File: src/rtl/hazard_if.sv
// Hazard-unit bus: every pipeline-register field the hazard unit observes and
// every control it returns to the pipeline. Signal prefixes are written from
// the hazard unit's point of view: i_ signals flow into it and o_ signals flow out.
interface hazard_if #(
  parameter int CNT_W = 16
);
  // IF/ID source registers
  logic [4:0]       i_id_rs1;
  logic [4:0]       i_id_rs2;
  // ID/EX fields
  logic             i_idex_memread;
  logic             i_idex_halt;
  logic [4:0]       i_idex_rd;
  logic [4:0]       i_idex_rs1;
  logic [4:0]       i_idex_rs2;
  // EX/MEM and MEM/WB write-back fields
  logic             i_exmem_regwrite;
  logic [4:0]       i_exmem_rd;
  logic             i_memwb_regwrite;
  logic [4:0]       i_memwb_rd;
  // Branch resolution from EX
  logic             i_ex_branch_taken;
  // Pipeline control returned by the hazard unit
  logic             o_pc_write;
  logic             o_ifid_write;
  logic             o_ifid_flush;
  logic             o_idex_bubble;
  logic [1:0]       o_fwd_a;
  logic [1:0]       o_fwd_b;
  logic             o_halted;
  logic [CNT_W-1:0] o_event_cnt;

  // Pipeline side: drives the register fields and consumes the controls
  modport master (
    output i_id_rs1, i_id_rs2,
    output i_idex_memread, i_idex_halt, i_idex_rd, i_idex_rs1, i_idex_rs2,
    output i_exmem_regwrite, i_exmem_rd, i_memwb_regwrite, i_memwb_rd,
    output i_ex_branch_taken,
    input  o_pc_write, o_ifid_write, o_ifid_flush, o_idex_bubble,
    input  o_fwd_a, o_fwd_b, o_halted, o_event_cnt
  );

  // Hazard-unit side
  modport slave (
    input  i_id_rs1, i_id_rs2,
    input  i_idex_memread, i_idex_halt, i_idex_rd, i_idex_rs1, i_idex_rs2,
    input  i_exmem_regwrite, i_exmem_rd, i_memwb_regwrite, i_memwb_rd,
    input  i_ex_branch_taken,
    output o_pc_write, o_ifid_write, o_ifid_flush, o_idex_bubble,
    output o_fwd_a, o_fwd_b, o_halted, o_event_cnt
  );
endinterface

File: src/rtl/hazard_unit.sv
// Hazard unit for a classic 5-stage pipeline: load-use stalls, taken-branch
// flushes, EX-stage operand forwarding, and a halt sequence that drains
// EX/MEM/WB before reporting the pipeline as halted.
// All pipeline controls are combinational from the current state and the
// pipeline-register fields, so a stall or flush acts in the same cycle as
// the hazard is seen. The only sequential state is the FSM state, the drain
// counter and the saturating stall/flush event counter.
module hazard_unit #(
  parameter int DRAIN_CYCLES = 3,
  parameter int CNT_W        = 16
) (
  input  logic     clk,
  input  logic     reset,
  hazard_if.slave  bus
);

  // Drain counter width; at least one bit even for a single drain cycle
  localparam int DW = (DRAIN_CYCLES > 2) ? $clog2(DRAIN_CYCLES) : 1;
  localparam logic [DW-1:0]    DRAIN_LOAD = DW'(DRAIN_CYCLES - 1);
  localparam logic [CNT_W-1:0] CNT_MAX    = {CNT_W{1'b1}};

  typedef enum logic [1:0] {
    ST_RUN    = 2'd0,
    ST_DRAIN  = 2'd1,
    ST_HALTED = 2'd2
  } state_t;

  // Forwarding source select for one ALU operand. EX/MEM has the newer
  // value, so it is checked first; x0 is hard-wired zero and never forwarded.
  function automatic logic [1:0] f_fwd_sel(
    input logic       exm_rw,
    input logic [4:0] exm_rd,
    input logic       wb_rw,
    input logic [4:0] wb_rd,
    input logic [4:0] rs
  );
    logic [1:0] sel;
    if (exm_rw && (exm_rd != 5'd0) && (exm_rd == rs)) begin
      sel = 2'b10;
    end else if (wb_rw && (wb_rd != 5'd0) && (wb_rd == rs)) begin
      sel = 2'b01;
    end else begin
      sel = 2'b00;
    end
    return sel;
  endfunction

  // A load in EX whose destination is read by the instruction in ID cannot
  // be forwarded in time; the consumer has to wait one cycle.
  function automatic logic f_load_use(
    input logic       memread,
    input logic [4:0] ld_rd,
    input logic [4:0] rs1,
    input logic [4:0] rs2
  );
    logic hit;
    if (memread && (ld_rd != 5'd0)) begin
      hit = (ld_rd == rs1) || (ld_rd == rs2);
    end else begin
      hit = 1'b0;
    end
    return hit;
  endfunction

  state_t           r_state;
  state_t           w_next_state;
  logic [DW-1:0]    r_drain_cnt;
  logic [DW-1:0]    w_next_drain_cnt;
  logic [CNT_W-1:0] r_event_cnt;

  logic             w_load_use;
  logic             w_count_evt;
  logic             w_pc_write;
  logic             w_ifid_write;
  logic             w_ifid_flush;
  logic             w_idex_bubble;
  logic             w_halted;
  logic [1:0]       w_fwd_a;
  logic [1:0]       w_fwd_b;

  assign w_load_use = f_load_use(bus.i_idex_memread, bus.i_idex_rd,
                                 bus.i_id_rs1, bus.i_id_rs2);

  // Operand forwarding is independent of the FSM state
  always_comb begin
    w_fwd_a = f_fwd_sel(bus.i_exmem_regwrite, bus.i_exmem_rd,
                        bus.i_memwb_regwrite, bus.i_memwb_rd, bus.i_idex_rs1);
    w_fwd_b = f_fwd_sel(bus.i_exmem_regwrite, bus.i_exmem_rd,
                        bus.i_memwb_regwrite, bus.i_memwb_rd, bus.i_idex_rs2);
  end

  // FSM state and drain counter register
  always_ff @(posedge clk or posedge reset) begin
    if (reset) begin
      r_state     <= ST_RUN;
      r_drain_cnt <= {DW{1'b0}};
    end else begin
      r_state     <= w_next_state;
      r_drain_cnt <= w_next_drain_cnt;
    end
  end

  // Next-state logic and pipeline controls; priority in RUN is halt, then
  // taken branch, then load-use stall
  always_comb begin
    w_next_state     = r_state;
    w_next_drain_cnt = r_drain_cnt;
    w_pc_write       = 1'b1;
    w_ifid_write     = 1'b1;
    w_ifid_flush     = 1'b0;
    w_idex_bubble    = 1'b0;
    w_halted         = 1'b0;
    w_count_evt      = 1'b0;

    case (r_state)
      ST_RUN: begin
        if (bus.i_idex_halt) begin
          // Freeze fetch and squash everything younger than the halt
          w_pc_write       = 1'b0;
          w_ifid_write     = 1'b0;
          w_ifid_flush     = 1'b1;
          w_idex_bubble    = 1'b1;
          w_next_state     = ST_DRAIN;
          w_next_drain_cnt = DRAIN_LOAD;
        end else if (bus.i_ex_branch_taken) begin
          // Wrong-path instructions in IF/ID and ID/EX are discarded while
          // the PC moves to the branch target; any load-use stall is moot
          w_ifid_flush  = 1'b1;
          w_idex_bubble = 1'b1;
          w_count_evt   = 1'b1;
        end else if (w_load_use) begin
          w_pc_write    = 1'b0;
          w_ifid_write  = 1'b0;
          w_idex_bubble = 1'b1;
          w_count_evt   = 1'b1;
        end else begin
          w_count_evt   = 1'b0;
        end
      end

      ST_DRAIN: begin
        w_pc_write    = 1'b0;
        w_ifid_write  = 1'b0;
        w_ifid_flush  = 1'b1;
        w_idex_bubble = 1'b1;
        if (r_drain_cnt == {DW{1'b0}}) begin
          w_next_state = ST_HALTED;
        end else begin
          w_next_drain_cnt = r_drain_cnt - DW'(1);
        end
      end

      ST_HALTED: begin
        // Terminal until reset; pipeline inputs are deliberately ignored
        w_pc_write    = 1'b0;
        w_ifid_write  = 1'b0;
        w_ifid_flush  = 1'b1;
        w_idex_bubble = 1'b1;
        w_halted      = 1'b1;
      end

      default: begin
        // Unreachable encoding: hold the pipeline and recover to RUN
        w_pc_write       = 1'b0;
        w_ifid_write     = 1'b0;
        w_ifid_flush     = 1'b1;
        w_idex_bubble    = 1'b1;
        w_next_state     = ST_RUN;
        w_next_drain_cnt = {DW{1'b0}};
      end
    endcase
  end

  // Saturating count of RUN-state stall and flush cycles
  always_ff @(posedge clk or posedge reset) begin
    if (reset) begin
      r_event_cnt <= {CNT_W{1'b0}};
    end else if (w_count_evt && (r_event_cnt != CNT_MAX)) begin
      r_event_cnt <= r_event_cnt + CNT_W'(1);
    end else begin
      r_event_cnt <= r_event_cnt;
    end
  end

  assign bus.o_pc_write    = w_pc_write;
  assign bus.o_ifid_write  = w_ifid_write;
  assign bus.o_ifid_flush  = w_ifid_flush;
  assign bus.o_idex_bubble = w_idex_bubble;
  assign bus.o_fwd_a       = w_fwd_a;
  assign bus.o_fwd_b       = w_fwd_b;
  assign bus.o_halted      = w_halted;
  assign bus.o_event_cnt   = r_event_cnt;

endmodule
File: src/flat_wrapper.sv
// flat-port wrapper written by rule: the top's interface ports become plain ports
module hazard_unit_flat 
#(
  parameter int DRAIN_CYCLES = 3,
  parameter int CNT_W        = 16
)
  (clk, reset, bus_i_id_rs1, bus_i_id_rs2, bus_i_idex_memread, bus_i_idex_halt, bus_i_idex_rd, bus_i_idex_rs1, bus_i_idex_rs2, bus_i_exmem_regwrite, bus_i_exmem_rd, bus_i_memwb_regwrite, bus_i_memwb_rd, bus_i_ex_branch_taken, bus_o_pc_write, bus_o_ifid_write, bus_o_ifid_flush, bus_o_idex_bubble, bus_o_fwd_a, bus_o_fwd_b, bus_o_halted, bus_o_event_cnt);
  hazard_if #(.CNT_W(CNT_W)) bus_i ();
  input  logic clk;
  input  logic reset;
  input wire logic [$bits(bus_i.i_id_rs1)-1:0] bus_i_id_rs1;
  input wire logic [$bits(bus_i.i_id_rs2)-1:0] bus_i_id_rs2;
  input wire logic [$bits(bus_i.i_idex_memread)-1:0] bus_i_idex_memread;
  input wire logic [$bits(bus_i.i_idex_halt)-1:0] bus_i_idex_halt;
  input wire logic [$bits(bus_i.i_idex_rd)-1:0] bus_i_idex_rd;
  input wire logic [$bits(bus_i.i_idex_rs1)-1:0] bus_i_idex_rs1;
  input wire logic [$bits(bus_i.i_idex_rs2)-1:0] bus_i_idex_rs2;
  input wire logic [$bits(bus_i.i_exmem_regwrite)-1:0] bus_i_exmem_regwrite;
  input wire logic [$bits(bus_i.i_exmem_rd)-1:0] bus_i_exmem_rd;
  input wire logic [$bits(bus_i.i_memwb_regwrite)-1:0] bus_i_memwb_regwrite;
  input wire logic [$bits(bus_i.i_memwb_rd)-1:0] bus_i_memwb_rd;
  input wire logic [$bits(bus_i.i_ex_branch_taken)-1:0] bus_i_ex_branch_taken;
  output wire logic [$bits(bus_i.o_pc_write)-1:0] bus_o_pc_write;
  output wire logic [$bits(bus_i.o_ifid_write)-1:0] bus_o_ifid_write;
  output wire logic [$bits(bus_i.o_ifid_flush)-1:0] bus_o_ifid_flush;
  output wire logic [$bits(bus_i.o_idex_bubble)-1:0] bus_o_idex_bubble;
  output wire logic [$bits(bus_i.o_fwd_a)-1:0] bus_o_fwd_a;
  output wire logic [$bits(bus_i.o_fwd_b)-1:0] bus_o_fwd_b;
  output wire logic [$bits(bus_i.o_halted)-1:0] bus_o_halted;
  output wire logic [$bits(bus_i.o_event_cnt)-1:0] bus_o_event_cnt;
  assign bus_i.i_id_rs1 = bus_i_id_rs1;
  assign bus_i.i_id_rs2 = bus_i_id_rs2;
  assign bus_i.i_idex_memread = bus_i_idex_memread;
  assign bus_i.i_idex_halt = bus_i_idex_halt;
  assign bus_i.i_idex_rd = bus_i_idex_rd;
  assign bus_i.i_idex_rs1 = bus_i_idex_rs1;
  assign bus_i.i_idex_rs2 = bus_i_idex_rs2;
  assign bus_i.i_exmem_regwrite = bus_i_exmem_regwrite;
  assign bus_i.i_exmem_rd = bus_i_exmem_rd;
  assign bus_i.i_memwb_regwrite = bus_i_memwb_regwrite;
  assign bus_i.i_memwb_rd = bus_i_memwb_rd;
  assign bus_i.i_ex_branch_taken = bus_i_ex_branch_taken;
  assign bus_o_pc_write = bus_i.o_pc_write;
  assign bus_o_ifid_write = bus_i.o_ifid_write;
  assign bus_o_ifid_flush = bus_i.o_ifid_flush;
  assign bus_o_idex_bubble = bus_i.o_idex_bubble;
  assign bus_o_fwd_a = bus_i.o_fwd_a;
  assign bus_o_fwd_b = bus_i.o_fwd_b;
  assign bus_o_halted = bus_i.o_halted;
  assign bus_o_event_cnt = bus_i.o_event_cnt;
  hazard_unit #(.DRAIN_CYCLES(DRAIN_CYCLES), .CNT_W(CNT_W)) u_core (.clk(clk), .reset(reset), .bus(bus_i));
endmodule
File: config.mk
export PLATFORM = sky130hd
export DESIGN_NAME = hazard_unit_flat
export DESIGN_NICKNAME = d
export VERILOG_FILES = /design/src/rtl/hazard_if.sv /design/src/rtl/hazard_unit.sv /design/src/flat_wrapper.sv
export SDC_FILE = /design/constraint.sdc
export NUM_CORES = 1
export LEC_CHECK = 0
export CORE_ASPECT_RATIO = 0.5
export CORE_MARGIN = 8
export CORE_UTILIZATION = 34
export DETAILED_ROUTE_END_ITERATION = 7
export PLACE_DENSITY = 0.66
export REMOVE_ABC_BUFFERS = 1
export SETUP_SLACK_MARGIN = 0.5
export SYNTH_ARGS = -nofsm -noshare
export SYNTH_HDL_FRONTEND = slang
export SYNTH_SLANG_ARGS = --single-unit
File: constraint.sdc
create_clock -name clk -period 4.1 [get_ports clk]
set_input_delay 0.82 -clock clk [delete_from_list [all_inputs] [get_ports clk]]
set_output_delay 0.82 -clock clk [all_outputs]
set_load 0.03 [all_outputs]
==> impl_metrics.toml <==
[hold_path]
min_to = "u_core.r_state[0]"
min_path_type = "flip-flop to flip-flop"
holdPathStages = 1
min_from = "u_core.r_state[1]"

[final_layout]
final_common_cell = "clkdlybuf4s50_1"
area_growth_pct = 53.8
diodes = 0
fin_util_pct = 55.5
drive_gt1_share_pct = 9.91
final_cell_mix = "59 x clkdlybuf4s50_1, 26 x xor2_1, 20 x xnor2_1, 20 x dfrtp_1, 10 x nand3_1"
nNetsFinal = 267

[worst_setup_path]
startpoint_type = "primary input"
critPathMaxStageDelay_ns = 0.52
crit_top_cell = "nor4_1"
critPathMaxFanout = 3
cp_slowest_cell = "or4_1"
worstPathRequired_ns = 3.28
crit_family = "simple AND/OR/NAND/NOR gates"
r2r_end = "u_core.bus.o_event_cnt[1]"
cp_num_buf_inv = 2
rrSetupSlack_ns = 1.71
cp.depth = 6
timing_worst_setup_path_type = "primary input to primary output"
endpoint_kind = "primary output"
rr_worst_depth = 6
r2r_start = "u_core.bus.o_event_cnt[0]"
arrival_ns = 2.79
path_cells = "clkdlybuf4s50_1 -> or4_1 -> o21ai_0 -> nor4_1 -> nor4_1 -> clkbuf_2"

[synth]
synthAdderAreaFrac_pct = 1.74
synth_top_area_share_pct = 34.8
syn_inst = 153
postSynth.topFlopCell = "dfrtp_1"
yosysSeqAreaShare_pct = 34.8
synth_edf_count = 0
avgSynthCellArea_sq_um = 9.39
synth_top_family_by_area = "XOR/XNOR gates"
synth_area_sq_um = 1440
synth-simple-area-share_pct = 24.8
yosysWarnings = 0
async_reset_ff_share_pct = 100
synth.distinct_cells = 29
yosysTopAreaCell = "dfrtp_1"
synth_area_leaders = "dfrtp_1 35%, xor2_1 16%, xnor2_1 12%"
ys_ff_latch = 20
muxShareOfSynthArea_pct = 0.784
synth_compound_gate_area_share_pct = 5.75
synth_xor_area_share_pct = 28.0

[global_routing]
overflow = 0
grt_pass1_wl_mm = 6.64
grt_usage_pct = 12.4
grt_pass1_vias = 1356
antenna_found_initial = 0
grt_max_degree = 21

[floorplanning]
start_util_pct = 36.1
pin_count = 67
rows = 16
coreArea_sq_um = 3980
fp.dieArea_sq_um = 6690
die_h_um = 62.0
die_w_um = 108

[clock_network]
cts.clk_slew.worst_paths_ns = 0.08
cts_tree = "yes"
numCtsBuffers = 3
cts-htree-levels = 1
cts_sinks = 20
hold_buffers = 0
cts_buffer_depth = 2
cts_root_buffer = "clkbuf_8"
insertion_delay_ns = 0.26

[routing]
wl_per_cell_um = 14.3
vias = 1332
first_pass_iters = 7
drtIter0Drc = 29
drc = 0
ant_nets = 0
viasPerCell = 4.83
drt_wl_total_mm = 3.96

[placed_design]
post-dp-hpwl_mm = 3.35
gp_congestion = 0.820
io_buffers = 66

[timing]
post-route-period-util_pct = 88.2
setup_viol_count_final = 0
worstMarginPinSlew_ns = 0.781
fin_worst_skew_ns = 0.00948
setup-tns-final_ns = 0
max_slew_margin_pct = 47.9
fin_crit_ns = 3.61
rsz0062_at_grt = "true"
slew_violations = 0
hold_viol_final = 0
timing.fmax_mhz = 277

[pwr]
p_per_area_nw_per_um2 = 251
p_leak_nw = 0.910
ir_drop_uv = 124
p_total_mw = 0.555

[job]
max_cap_viol_count = 0

[status]
outcome = "finished clean"
## timing repair
| action | 4_1_cts | 5_1_grt |
|---|---|---|
| resized for setup | 11 | 9 |
| setup buffers | 0 | 0 |
| endpoints found under the setup margin | 6 | 5 |
| pin swaps | 0 | 1 |
## flip-flops by register name (all words and copies together), names as in the netlist
register	cells
u_core.r_state	2
u_core.bus.o_event_cnt	16
u_core.r_drain_cnt	2
## power breakdown
part           internal [mW]  switching, mW
sequential             0.207         0.0129
combinational         0.0764         0.0618
clock                  0.130         0.0666
## worst reg2reg max path, cell delays in order (launching register included)
cell     delay [ns]
dfrtp_1        0.41
ha_1           0.26
nand4_2        0.19
nor4_1         0.43
nor3_1         0.14
a21oi_4        0.47
mux2_1         0.37
## synthesized netlist by cell type, types with 3 or more instances
cell type  count
nor2_1         9
nand3_1       10
nor3_1         3
xnor2_1       20
xor2_1        26
inv_1          9
dfrtp_1       20
or4_1          5
nand2b_1       4
nor4_1         8
o21ai_0        5
nor3_2         6
nand2_1        9
## per-layer routing
layer / part of all wire [%] / global-route usage [%]
met1: 41 / 13.5
met2: 50 / 22.6
met3: 8.0 / 4.53
met4: 1.3 / 3.52
met5: 0 / 0
## cell type report
type,count,area [sq um]
inverters,9,33.8
flip-flops and latches,20,500
clock buffers,3,41.3
fillers,380,1770
well taps,54,67.6
multi-input cells,121,878
repair buffers,68,658
clock inverters,1,30.0
## worst max-delay path by stage
stage,from,endpoint,slack [ns]
after detailed placement,bus_i_exmem_rd[3],bus_o_fwd_a[0],0.009
after global routing,bus_i_exmem_rd[3],bus_o_fwd_a[0],0.41
after CTS,bus_i_exmem_rd[3],bus_o_fwd_a[0],0.31
after global placement,bus_i_exmem_rd[3],bus_o_fwd_b[0],0.15
final,bus_i_exmem_rd[3],bus_o_fwd_a[0],0.49
after floorplan,bus_i_exmem_rd[0],bus_o_fwd_a[0],0.52
## cells by family after synthesis
| family | count (synthesis) |
|---|---|
| buffers and inverters | 12 |
| AO/OA/AOI/OAI | 12 |
| multiplexers | 1 |
| XOR/XNOR | 46 |
| adder cells (fa/ha/maj) | 2 |
| flip-flops | 20 |
| AND/OR/NAND/NOR | 60 |
## stage by stage
stage	hold slack (ns)	std cells	instance area [sq um]	worst slack, ns
after global routing	0.513	276	2210	0.407
after floorplan	0.455	150	1410	0.523
final	0.493	276	2210	0.485
after CTS	0.498	276	2220	0.305
after global placement	0.478	272	2160	0.151
after detailed placement	0.492	272	2160	0.00914
(Power assumes the default switching activity.)
